**src/rtl/multi_mode_counter.sv**
```systemverilog
// NUM_CH independent WIDTH-bit up/down/ping-pong/hold counters with load and tc.
// Define MULTI_MODE_COUNTER_CASCADE_EN to chain channel wraps into one wide counter.
module multi_mode_counter #(
   parameter int WIDTH  = 4,
   parameter int NUM_CH = 2
) (
   input  logic                    clk,
   input  logic                    reset,
   input  logic [NUM_CH-1:0]       en,
   input  logic [2*NUM_CH-1:0]     mode,
   input  logic [WIDTH*NUM_CH-1:0] limit,
   input  logic [NUM_CH-1:0]       load,
   input  logic [WIDTH*NUM_CH-1:0] load_val,
   output logic [WIDTH*NUM_CH-1:0] count,
   output logic [NUM_CH-1:0]       tc,
   output logic [NUM_CH-1:0]       dir
);

   typedef enum logic [1:0] {
      M_UP   = 2'b00,
      M_DOWN = 2'b01,
      M_PING = 2'b10,
      M_HOLD = 2'b11
   } mode_e;

   localparam logic [WIDTH-1:0] ZERO = '0;
   localparam logic [WIDTH-1:0] ONE  = {{(WIDTH-1){1'b0}}, 1'b1};

   for (genvar i = 0; i < NUM_CH; i++) begin : g_ch
      logic [WIDTH-1:0] cur;
      logic [WIDTH-1:0] lim;
      logic [WIDTH-1:0] lv;
      logic [WIDTH-1:0] nxt;
      logic             nxt_dir;
      logic             wrap;
      logic             ce;
      logic             run;
      logic             carry;
      mode_e            m;

      logic [WIDTH-1:0] cnt_q;
      logic             tc_q;
      logic             dir_q;

      assign cur = cnt_q;
      assign lim = limit[i*WIDTH +: WIDTH];
      assign lv  = load_val[i*WIDTH +: WIDTH];
      assign m   = mode_e'(mode[2*i +: 2]);

`ifdef MULTI_MODE_COUNTER_CASCADE_EN
      // Upper channels only step on the edge where the channel below wraps.
      if (i == 0) begin : g_first
         assign ce = en[0];
      end else begin : g_next
         assign ce = en[i] & g_ch[i-1].carry;
      end
`else
      assign ce = en[i];
`endif

      assign run   = ce & (m != M_HOLD);
      assign carry = run & ~load[i] & wrap;

      always_comb begin
         nxt     = cur;
         nxt_dir = 1'b0;
         wrap    = 1'b0;
         unique case (m)
            M_UP: begin
               if (cur >= lim) begin
                  nxt  = ZERO;
                  wrap = 1'b1;
               end else begin
                  nxt = cur + ONE;
               end
            end
            M_DOWN: begin
               if (cur == ZERO) begin
                  nxt  = lim;
                  wrap = 1'b1;
               end else if (cur > lim) begin
                  nxt = lim;
               end else begin
                  nxt = cur - ONE;
               end
            end
            M_PING: begin
               if (!dir_q) begin
                  if (cur >= lim) begin
                     nxt     = (lim == ZERO) ? ZERO : lim - ONE;
                     nxt_dir = 1'b1;
                     wrap    = 1'b1;
                  end else begin
                     nxt = cur + ONE;
                  end
               end else begin
                  nxt_dir = 1'b1;
                  if (cur == ZERO) begin
                     nxt     = (lim == ZERO) ? ZERO : ONE;
                     nxt_dir = 1'b0;
                     wrap    = 1'b1;
                  end else if (cur > lim) begin
                     nxt = lim;
                  end else begin
                     nxt = cur - ONE;
                  end
               end
            end
            M_HOLD: begin
               nxt     = cur;
               nxt_dir = dir_q;
            end
         endcase
      end

      always_ff @(posedge clk) begin
         if (reset) begin
            cnt_q <= ZERO;
            tc_q  <= 1'b0;
            dir_q <= 1'b0;
         end else if (load[i]) begin
            cnt_q <= (lv > lim) ? lim : lv;
            tc_q  <= 1'b0;
            dir_q <= 1'b0;
         end else if (run) begin
            cnt_q <= nxt;
            tc_q  <= wrap;
            dir_q <= nxt_dir;
         end else begin
            tc_q <= 1'b0;
         end
      end

      assign count[i*WIDTH +: WIDTH] = cnt_q;
      assign tc[i]  = tc_q;
      assign dir[i] = dir_q;
   end

endmodule

```
**config.mk**
```make
export PLATFORM = sky130hd
export DESIGN_NAME = multi_mode_counter
export DESIGN_NICKNAME = d
export VERILOG_FILES = /design/src/rtl/multi_mode_counter.sv
export SDC_FILE = /design/constraint.sdc
export NUM_CORES = 1
export LEC_CHECK = 0
export CAP_MARGIN = 20
export CORE_ASPECT_RATIO = 1.25
export CORE_MARGIN = 2
export CORE_UTILIZATION = 50
export DETAILED_ROUTE_END_ITERATION = 8
export GPL_TIMING_DRIVEN = 0
export HOLD_SLACK_MARGIN = 0.08
export PLACE_DENSITY = 0.77
export SLEW_MARGIN = 5
export SYNTH_ARGS = -nofsm -noshare
export SYNTH_HDL_FRONTEND = slang
export SYNTH_SLANG_ARGS = --single-unit
```
**constraint.sdc**
```tcl
create_clock -name clk -period 2.9 [get_ports clk]
set_clock_uncertainty 0.05 [all_clocks]
set_input_delay 0.29 -clock clk [delete_from_list [all_inputs] [get_ports clk]]
set_output_delay 0.29 -clock clk [all_outputs]
set_load 0.02 [all_outputs]
```
==> out/metrics.cfg <==
[status]
outcome=finished, final reports clean

[worst_setup_path]
critical_path_class=primary input to flop
crit_path_start_kind=primary input
cp_max_fo=5
worst_setup_path_end_kind=flop
worstPathArrival_ns=2.89
cp.required_ns=2.95

[timing]
maxSlewViolCount=0
final.period_utilization=0.977
layout_min_cycle_time_ns=2.83
finalSetupViolCount=0
rsz0062_at_grt=true
max_freq_mhz=353
tightest_slew_ns=0.538
max_slew_margin=0.637
timing.hold.ws_ns=0.604
hold_viol=0

[final_layout]
final_cells=387
multi_input_area_um2=1680
fill_cells=400
mostFrequentLayoutCell=clkdlybuf4s50_1
regArea_um2=240
mostFrequentLayoutCells=37 x clkdlybuf4s50_1, 30 x ha_1, 25 x inv_1, 25 x nor2_1
diodes=0
synthToLayoutAreaGrowth_pct=28.4
drive_gt1_frac=0.109
finalNetCount=389

[logic_synthesis]
synth_fp_nets=336
synthXorXnorAreaFrac=0.0421
synth_top_family_by_area=compound AO/OA/AOI/OAI gates
synth-async-reset-ratio=0
syn_area_per_cell_um2=7.42
yosys_warnings=0
ys_ff_latch=12
synth_edf_count=0
synthMuxAreaShare=0.0704
synthCells=280
synth_area_um2=2080
synth-main-ff-cell=dfxtp_1
synth-simple-area-share=0.199
synth_compound_area_frac=0.305
synthAdderAreaFrac=0.181
ys_seq_area_frac=0.116
synth_cell_types=51

[detailed_routing]
dr.first_iter.drc_count=210
ant_nets=0
vias=2311
wl_um=5990
dr.pass1.iters=4
wl_per_cell_um=15.5
via_per_inst=5.97
drcViolationCount=0

[global_routing]
grt_start_max_net_pins=11
grt_antenna_before_repair=0
grt_usage=0.260
grt_pass1_vias=2202
globalRouteOverflowTotal=0
grt_pass1_wl_um=9740

[hold_path]
hold_class=flop to flop

[floorplanning]
core_area_um2=4030
die_w_um=61.7
die_h_um=76.1
core.rowCount=26
die_area_um2=4690
start_util=0.515
io_pins=38

[pwr]
power_mw=1.01
peakVddDrop_mv=0.228
p_per_area_nw_per_um2=378
p_leak_nw=1.13

[clocking]
cts_hold_buf=0
cts_root_buf=clkbuf_8
cts_tree=built
htreeDepth=1
path_clk_slew_ns=0.05
clock_tree.buffer_depth=2
cts.sinks=12
numCtsBuffers=3
insertion_delay_ns=0.24

[job]
max-cap-violations=0

[place]
numPortBuffers=37
dp.cells=373
gp_congestion=0.962
hpwlAfterDp_um=4670

[cell families after synthesis]
kind of cell,count (synthesis)
adder cells (fa/ha/maj),30
AO/OA/AOI/OAI,90
AND/OR/NAND/NOR,84
buffers and inverters,40
multiplexers,14
flip-flops,12
XOR/XNOR,10
[sequential cells by signal, summed over array words and instances (netlist names)]
register	flops
g_ch.tc_q	2
g_ch.dir_q	2
g_ch.cnt_q	8
[worst max-delay path: stages]
cell,delay [ns]
clkdlybuf4s50_1,0.59
inv_1,0.15
ha_1,0.32
nor2b_1,0.13
o211ai_1,0.23
a21oi_2,0.39
mux2i_1,0.28
o22ai_1,0.11
a211oi_1,0.29
o22ai_1,0.11
[final timing paths]
| check | from | endpoint | slack (ns) | depth (start not counted) |
|---|---|---|---|---|
| setup / recovery | limit[5] | g_ch[1].cnt_q[2] | 0.07 | 10 |
| hold / removal | g_ch[0].cnt_q[3] | g_ch[0].cnt_q[3] | 0.60 | 2 |
| setup reg to reg | g_ch[1].cnt_q[0] | g_ch[1].cnt_q[2] | 0.29 | 9 |
| hold reg to reg | g_ch[0].cnt_q[3] | g_ch[0].cnt_q[3] | 0.60 | 2 |
[repair_timing]
action,4_1_cts,5_1_grt
pin swaps,0,6
buffers inserted,0,11
gates resized for setup,0,6
endpoints found under the setup margin,1,4
[final cells by class]
cell class,count,area share
repair buffers,48,0.170
flip-flops and latches,12,0.0901
clock buffers,3,0.0155
multi-input cells,228,0.630
plain buffers,15,0.0328
well taps,56,0.0263
inverters,25,0.0352
[per-stage QoR]
step,area [um^2],setup TNS [ns],setup slack [ns],util
after floorplan,2080,0,0.494,-
after global placement,2520,-0.564,-0.236,0.624
after CTS,2560,-0.0177,-0.0177,0.635
after global routing,2670,-0.119,-0.0808,0.661
after detailed placement,2520,-0.639,-0.244,0.624
final,2670,0,0.0657,0.661
[Yosys cell counts (all sizes together) (5+ instances only)]
cell	number	area share
a21oi	16	0.039
mux2	5	0.027
buf	7	0.028
nand2b	5	0.015
ha	30	0.18
o21ai	15	0.036
o31ai	5	0.018
clkbuf	8	0.014
xor2	6	0.025
mux2i	9	0.043
a31oi	5	0.015
nor2b	7	0.021
dfxtp	12	0.12
nand2	13	0.023
o221ai	5	0.021
nor2	25	0.045
nor3	9	0.022
nand3	14	0.034
o21a	5	0.018
inv	25	0.045
o211ai	5	0.018
[per-layer routing]
metal	up-vias	share of wire	GRT usage
met5	-	0	0
li1	1149	-	-
met3	14	0.037	0.0102
met1	1077	0.38	0.288
met2	71	0.56	0.495
met4	0	0.026	0.0851
[where the power goes]
part | internal [mW] | switching (mW)
Combinational | 0.305 | 0.342
Sequential | 0.181 | 0.0341
Clock | 0.0912 | 0.0567
Note: power is estimated with default switching activity, not from simulation.
